[config.mk]
export PLATFORM = sky130hd
export DESIGN_NAME = fsm_101_frame_tx
export DESIGN_NICKNAME = d
export VERILOG_FILES = /design/src/rtl/fsm_101_pkg.sv /design/src/rtl/fsm_101_frame_tx.sv
export SDC_FILE = /design/constraint.sdc
export NUM_CORES = 1
export LEC_CHECK = 0
export CORE_ASPECT_RATIO = 0.75
export CORE_UTILIZATION = 56
export CTS_CLUSTER_DIAMETER = 50
export CTS_CLUSTER_SIZE = 24
export DETAILED_ROUTE_END_ITERATION = 8
export PLACE_DENSITY = 0.92
export SLEW_MARGIN = 20
export SYNTH_ARGS = -nofsm -noshare
export SYNTH_HDL_FRONTEND = slang
export SYNTH_SLANG_ARGS = --single-unit
[constraint.sdc]
create_clock -name clk -period 2.96 [get_ports clk]
set_input_delay 0.296 -clock clk [delete_from_list [all_inputs] [get_ports clk]]
set_output_delay 0.296 -clock clk [all_outputs]
set_load 0.02 [all_outputs]
[src/rtl/fsm_101_pkg.sv]
`default_nettype none
// ============================================================================
//  Module      : fsm_101_pkg
//  Description : Shared definitions for the "101"-sync serial link: one-hot
//                transmitter state encoding and the sync pattern used by
//                both the transmitter and the companion detector.
//  Revision    : 1.0  initial release
// ============================================================================
package fsm_101_pkg;

    // Width of the one-hot transmitter state vector.
    localparam int STATE_W = 5;

    // One-hot transmitter states. Any other value is treated as illegal.
    typedef enum logic [STATE_W-1:0] {
        IDLE  = 5'b00001,
        SYNC0 = 5'b00010,
        SYNC1 = 5'b00100,
        SYNC2 = 5'b01000,
        DATA  = 5'b10000
    } state_t;

    // Sync pattern, sent MSB first ahead of every payload word.
    localparam logic [2:0] SYNC_PAT = 3'b101;

    // Sync bit for position idx (0 = first bit on the line).
    function automatic logic sync_bit(input int unsigned idx);
        logic [2:0] pat;
        pat = SYNC_PAT;
        return pat[2 - idx];
    endfunction

endpackage : fsm_101_pkg
`default_nettype wire

[src/rtl/fsm_101_frame_tx.sv]
`default_nettype none
// ============================================================================
//  Module      : fsm_101_frame_tx
//  Description : Frame transmitter for the "101"-sync serial link. Accepts a
//                parallel word over a val/rdy handshake and serializes it as
//                the sync pattern 1,0,1 followed by the payload, MSB first.
//  Revision    : 1.0  initial release
// ============================================================================
module fsm_101_frame_tx
    import fsm_101_pkg::*;
#(
    parameter int NBITS = 8
) (
    input  logic             clk,
    input  logic             reset,
    input  logic             in_val,
    output logic             in_rdy,
    input  logic [NBITS-1:0] in_msg,
    output logic             out,
    output logic             out_val,
    output logic             busy
);

    // Counter wide enough for 0..NBITS; the last data bit is at NBITS-1.
    localparam int                c_cnt_w    = $clog2(NBITS + 1);
    localparam logic [c_cnt_w-1:0] c_cnt_last = c_cnt_w'(NBITS - 1);

    state_t             r_state;
    state_t             w_state_next;
    logic [NBITS-1:0]   r_shreg;
    logic [c_cnt_w-1:0] r_cnt;

    logic               w_last;
    logic               w_acc;

    // Handshake qualifiers shared by the next-state and datapath logic.
    assign w_last = (r_cnt == c_cnt_last);
    assign w_acc  = in_val & in_rdy;

    // Next-state decode; anything not one-hot falls back to IDLE.
    always_comb begin
        w_state_next = IDLE;
        case (r_state)
            IDLE:    w_state_next = w_acc ? SYNC0 : IDLE;
            SYNC0:   w_state_next = SYNC1;
            SYNC1:   w_state_next = SYNC2;
            SYNC2:   w_state_next = DATA;
            DATA: begin
                if (!w_last)
                    w_state_next = DATA;
                else if (w_acc)
                    w_state_next = SYNC0;
                else
                    w_state_next = IDLE;
            end
            default: w_state_next = IDLE;
        endcase
    end

    // Moore outputs decoded from the registered state only; illegal states
    // drive the line quiet and refuse new words.
    always_comb begin
        out     = 1'b0;
        out_val = 1'b0;
        busy    = 1'b0;
        in_rdy  = 1'b0;
        case (r_state)
            IDLE: begin
                in_rdy = 1'b1;
            end
            SYNC0: begin
                out     = sync_bit(0);
                out_val = 1'b1;
                busy    = 1'b1;
            end
            SYNC1: begin
                out     = sync_bit(1);
                out_val = 1'b1;
                busy    = 1'b1;
            end
            SYNC2: begin
                out     = sync_bit(2);
                out_val = 1'b1;
                busy    = 1'b1;
            end
            DATA: begin
                out     = r_shreg[NBITS-1];
                out_val = 1'b1;
                busy    = 1'b1;
                // Ready on the last payload bit so frames run back to back.
                in_rdy  = w_last;
            end
            default: begin
                out     = 1'b0;
                out_val = 1'b0;
                busy    = 1'b0;
                in_rdy  = 1'b0;
            end
        endcase
    end

    // State register plus shift register and bit counter.
    always_ff @(posedge clk or posedge reset) begin
        if (reset) begin
            r_state <= IDLE;
            r_shreg <= '0;
            r_cnt   <= '0;
        end else begin
            r_state <= w_state_next;
            case (r_state)
                IDLE: begin
                    if (w_acc)
                        r_shreg <= in_msg;
                end
                SYNC2: begin
                    r_cnt <= '0;
                end
                DATA: begin
                    if (!w_last) begin
                        r_shreg <= r_shreg << 1;
                        r_cnt   <= r_cnt + c_cnt_w'(1);
                    end else if (w_acc) begin
                        r_shreg <= in_msg;
                    end
                end
                default: begin
                end
            endcase
        end
    end

endmodule : fsm_101_frame_tx
`default_nettype wire

; ---- Yosys cells after proc, flatten, opt, wreduce, memory -nomap -nowiden
; Index checks and enable logic that the tools add are counted.
[word_totals]
ff_bits = 17
word_cells = 28
inputBits = 11
out_inout_bits = 4
[op_classes]
reduce_logical = 5
n_eq_ne = 7
add_sub_neg = 1
muxes = 11
n_bitwise = 1
[op_table]
columns = operator, count
row1 = one-hot mux 5 bit (5 select lines), 1
row2 = 2-to-1 mux 8 bit, 2
row3 = one-hot mux 8 bit (2 select lines), 1
row4 = one-hot mux 4 bit (2 select lines), 1
row5 = equality test 5 x 1 -> 1 bit (second input constant), 1
row6 = equality test 5 x 2 -> 1 bit (second input constant), 1
row7 = equality test 5 x 3 -> 1 bit (second input constant), 1
row8 = equality test 5 x 4 -> 1 bit (second input constant), 1
row9 = equality test 5 bit (second input constant), 1
row10 = 2-to-1 mux 5 bit, 1
row11 = adder 4 x 1 -> 4 bit (second input constant), 1
row12 = equality test 4 x 3 -> 1 bit (second input constant), 1
row13 = 2-to-1 mux 4 bit, 1
row14 = one-hot mux 1 bit (2 select lines), 2
row15 = nonzero test 2 bit, 2
row16 = OR reduction 4 bit, 1
row17 = 2-to-1 mux 2 bit, 1
row18 = inequality test 2 bit (second input constant), 1
row19 = AND reduction 2 bit, 1
row20 = OR reduction 2 bit, 1
row21 = bitwise AND 1 bit, 1
row22 = 2-to-1 mux 1 bit, 1

; ---- Depth between registers and ports, before layout
[depth]
depth_word = 6
depth_mapped = 6
depth_no_buf = 5

; ---- Least setup slack after synthesis
; No wires, ideal clock.
[synth_path]
path_kind = register -> output
start = register r_state[2]
end = output port out_val
arrival_time_ns = 1.479
path_slack_ns = 1.185
stages_incl_launch_ff = 7
n_path_buf = 2
required_time_ns = 2.664
cell_sequence = dfrtp_1 > buf_6 > or2b_2 > nand3_1 > a32oi_1 > nor2_1 > buf_4
[synth_between]
elab_chain_cells = 3
[synth_rtl]
columns = element, line
row1 = "start, declared", fsm_101_frame_tx.sv:28  ; state_t r_state;
row2 = "start signal, assigned", fsm_101_frame_tx.sv:109  ; r_state <= w_state_next;
row3 = equality test 5 bit (tied with other cells), n/a
row4 = OR reduction 4 bit (no source line) *, n/a
row5 = 2-to-1 mux 1 bit *, n/a
row6 = "end, declared", fsm_101_frame_tx.sv:20  ; output logic out_val,
; Every way passes the cells marked *; elsewhere a longest branch is shown, timed or not.

; ---- Final worst setup path
[layout_path]
start = register r_cnt[0]
end = output port in_rdy
[layout_between]
elab_chain_cells = 2
[layout_rtl]
columns = element, line
row1 = "start, declared", fsm_101_frame_tx.sv:31  ; logic [c_cnt_w-1:0] r_cnt;
row2 = "start signal, assigned", fsm_101_frame_tx.sv:121  ; r_cnt <= r_cnt + c_cnt_w'(1);
row3 = equality test 4 x 3 -> 1 bit, fsm_101_frame_tx.sv:37  ; assign w_last = (r_cnt == c_cnt_last);
row4 = one-hot mux 1 bit (2 select lines), fsm_101_frame_tx.sv:67  ; case (r_state)
row5 = "end, declared", fsm_101_frame_tx.sv:17  ; output logic in_rdy,
; No other way between the ends.

==> impl_metrics.py <==
metrics = {
    "synth": {
        "synth_xor_area_frac": 0.00846,
        "synth_warnings": 0,
        "muxShareOfSynthArea": 0.0193,
        "synth.yosys.seq_area_share": 0.412,
        "synth_top_family_by_area": "simple AND/OR/NAND/NOR gates",
        "synth.net_count": 123,
        "synth-simple-area-share": 0.262,
        "synth_area_per_cell_um2": 9.32,
        "synthAdderAreaFrac": 0.0121,
        "synth_flop_cell": "dfrtp_1",
        "ys_types": 40,
        "synth_compound_area_frac": 0.192,
        "synth_seq_cells": 17,
        "synth.cell_area_um2": 1030,
        "ys_async_sr_fraction": 1.00,
        "synthCells": 111,
        "synth_edf_count": 0,
    },
    "final_layout": {
        "antenna_cells": 0,
        "final_common_cell": "dfrtp_1",
        "drive_above_1_share": 0.0894,
        "nNetsFinal": 136,
        "fin_area_um2": 1160,
        "area_delta_synth_final_pct": 12.3,
        "final_cell_mix": "dfrtp_1 (16), clkdlybuf4s50_1 (14), nor3_1 (13)",
    },
    "power": {
        "switching_share": 0.420,
        "p_seq_frac": 0.394,
        "combinationalPowerShare": 0.486,
        "power_frac_clock": 0.120,
        "p_int_mw": 0.614,
        "p_switching_mw": 0.444,
        "p_leak_nw": 0.455,
        "p_per_area_nw_per_um2": 910,
        "max-vdd-ir-drop_mv": 0.675,
    },
    "job": {
        "maxCapViolCount": 0,
    },
    "setup_path": {
        "cp_top_family": "buffers and inverters",
        "regToRegStartpoint": "r_cnt[0]",
        "cp_data_arrival_time_ps": 2350,
        "worstPathRequired_ps": 2660,
        "cp_max_fo": 9,
        "startpoint": "r_cnt[0]",
        "worstSetupPathType": "reg -> out",
        "crit_path_cell_trace": "ha_1 -> nand3b_1 -> o21a_1 -> nor2b_1 -> clkdlybuf4s50_1",
        "path_buf_inv": 1,
        "end_kind": "output pin",
        "start_kind": "flip-flop",
        "worst_path_largest_cell_delay_ps": 620,
        "critPathSlowestCell": "clkdlybuf4s50_1",
    },
    "global_routing": {
        "antenna_found_initial": 0,
        "grt_pass1_wl_mm": 3.64,
        "grt_usage": 0.261,
        "grt_overflow_total": 0,
        "grt_max_degree": 18,
        "grt_pass1_vias": 751,
    },
    "floorplan": {
        "core_area_um2": 1740,
        "ios": 15,
        "rows": 13,
        "dieWidth_um": 51.6,
        "die_h_um": 39.2,
        "dieArea_um2": 2030,
        "initial_core_util": 0.595,
    },
    "sta": {
        "clock.fmax_ghz": 0.377,
        "setup_violations": 0,
        "timing.slew.headroom": 0.555,
        "finClkSkew_ps": 8.29,
        "hold_viol": 0,
        "period_share": 0.895,
        "rsz0062_at_grt": "no",
        "fin_setup_tns_ps": 0,
        "finalMaxSlewViolations": 0,
        "final.min_clock_period_ps": 2650,
        "max_slew.worst_pin.slew_ps": 667,
    },
    "clock_tree": {
        "cts-root-buf": "clkbuf_4",
        "post_cts_buffers": 0,
        "insertion_delay_ps": 300,
        "clkTransAtPathRegs_ps": 100,
        "numCtsBuffers": 3,
        "cts_resized": 0,
        "cts.sinks": 17,
        "cts_tree": "yes",
        "holdBufCountCts": 0,
        "clockBufferDepth": 2,
        "htreeDepth": 1,
    },
    "detailed_routing": {
        "drc_errors": 0,
        "num_vias": 876,
        "firstDrtPassIters": 4,
        "routed_wl_mm": 2.26,
        "drt-initial-drc-count": 51,
        "postRouteAntennaNets": 0,
        "wl_per_cell_um": 15.6,
        "via_per_inst": 6.04,
    },
    "worst_hold_path": {
        "hold_class": "in -> async",
    },
    "place": {
        "place_area_um2": 1140,
        "port_buffers": 14,
        "dp_hpwl_mm": 1.67,
        "routabilityCongestion": 0.822,
    },
    "status": {
        "status": "finished clean",
    },
}
-- registers in the layout, indices dropped and copies added, names as in the netlist --
| signal | cells |
|---|---|
| r_shreg | 8 |
| r_cnt | 4 |
| r_state | 5 |
-- path summary, 6_finish.rpt --
| path | endpoint | slack [ps] | depth (start not counted) |
|---|---|---|---|
| max | in_rdy | 310 | 5 |
| max reg2reg | r_shreg[6] | 1180 | 5 |
| min | r_state[4] | 380 | 2 |
| min reg2reg | r_shreg[1] | 540 | 2 |
| max in group asynchronous | r_cnt[3] | 2150 | 2 |
| min in group clk | r_shreg[1] | 540 | 2 |
-- power groups by stage --
stage                     Clock [mW]  Sequential (mW)  Combinational (mW)
after global placement             0            0.412               0.492
after CTS                      0.129            0.415               0.516
after global routing           0.139            0.432               0.567
after floorplan                    0            0.362               0.461
final                          0.126            0.417               0.514
after detailed placement           0            0.420               0.514
-- worst reg2reg max path: cells and delay by family, from the launching register on --
| family | cells | cell delay [ps] |
|---|---|---|
| AO/OA/AOI/OAI | 2 | 620 |
| adder cells (fa/ha/maj) | 1 | 260 |
| flip-flops | 1 | 430 |
| AND/OR/NAND/NOR | 2 | 390 |
-- layer usage --
metal  share of wire  up-vias  track usage
li1                -      429            -
met5               0        -            0
met1            0.47      420        0.347
met3           0.049        2       0.0706
met2            0.47       25        0.412
met4          0.0053        0       0.0811
-- metrics by stage --
step,setup WS [ps],util,total power [mW],cells,hold slack (ps)
after global routing,183,0.668,1.14,145,441
final,311,0.668,1.06,145,384
after CTS,313,0.668,1.06,145,401
after detailed placement,669,0.653,0.934,141,533
after floorplan,1190,-,0.823,111,221
after global placement,723,0.653,0.904,141,512
-- synthesized netlist by cell type, types with 2 or more instances --
| cell type | count | share of area |
|---|---|---|
| buf_6 | 3 | 0.033 |
| nand2_1 | 3 | 0.011 |
| a21oi_1 | 11 | 0.053 |
| o21ai_0 | 3 | 0.015 |
| inv_1 | 6 | 0.022 |
| nor4_1 | 2 | 0.012 |
| nor2_1 | 11 | 0.040 |
| nor3_2 | 2 | 0.019 |
| nand3_1 | 3 | 0.015 |
| nand2b_1 | 3 | 0.018 |
| nor3_1 | 13 | 0.063 |
| nor2b_1 | 2 | 0.012 |
| dfrtp_1 | 16 | 0.39 |
| a22o_1 | 2 | 0.017 |
| clkbuf_8 | 2 | 0.027 |
| mux2i_1 | 2 | 0.019 |
| o22ai_1 | 2 | 0.012 |
| a2bb2oi_1 | 3 | 0.025 |
-- area by class of cell --
class	count	area [um2]
Sequential cell	17	427
Timing Repair Buffer	15	148
Multi-Input combinational cell	81	512
Fill cell	139	578
Inverter	6	22.5
Clock buffer	4	26.3
Tap cell	22	27.5
-- kinds of logic after synthesis --
logic type               after synthesis
XOR/XNOR                               1
multiplexers                           2
flip-flops                            17
buffers and inverters                 13
adder cells (fa/ha/maj)                1
AO/OA/AOI/OAI                         29
AND/OR/NAND/NOR                       48
No activity file was read; power rests on OpenSTA's default activity.
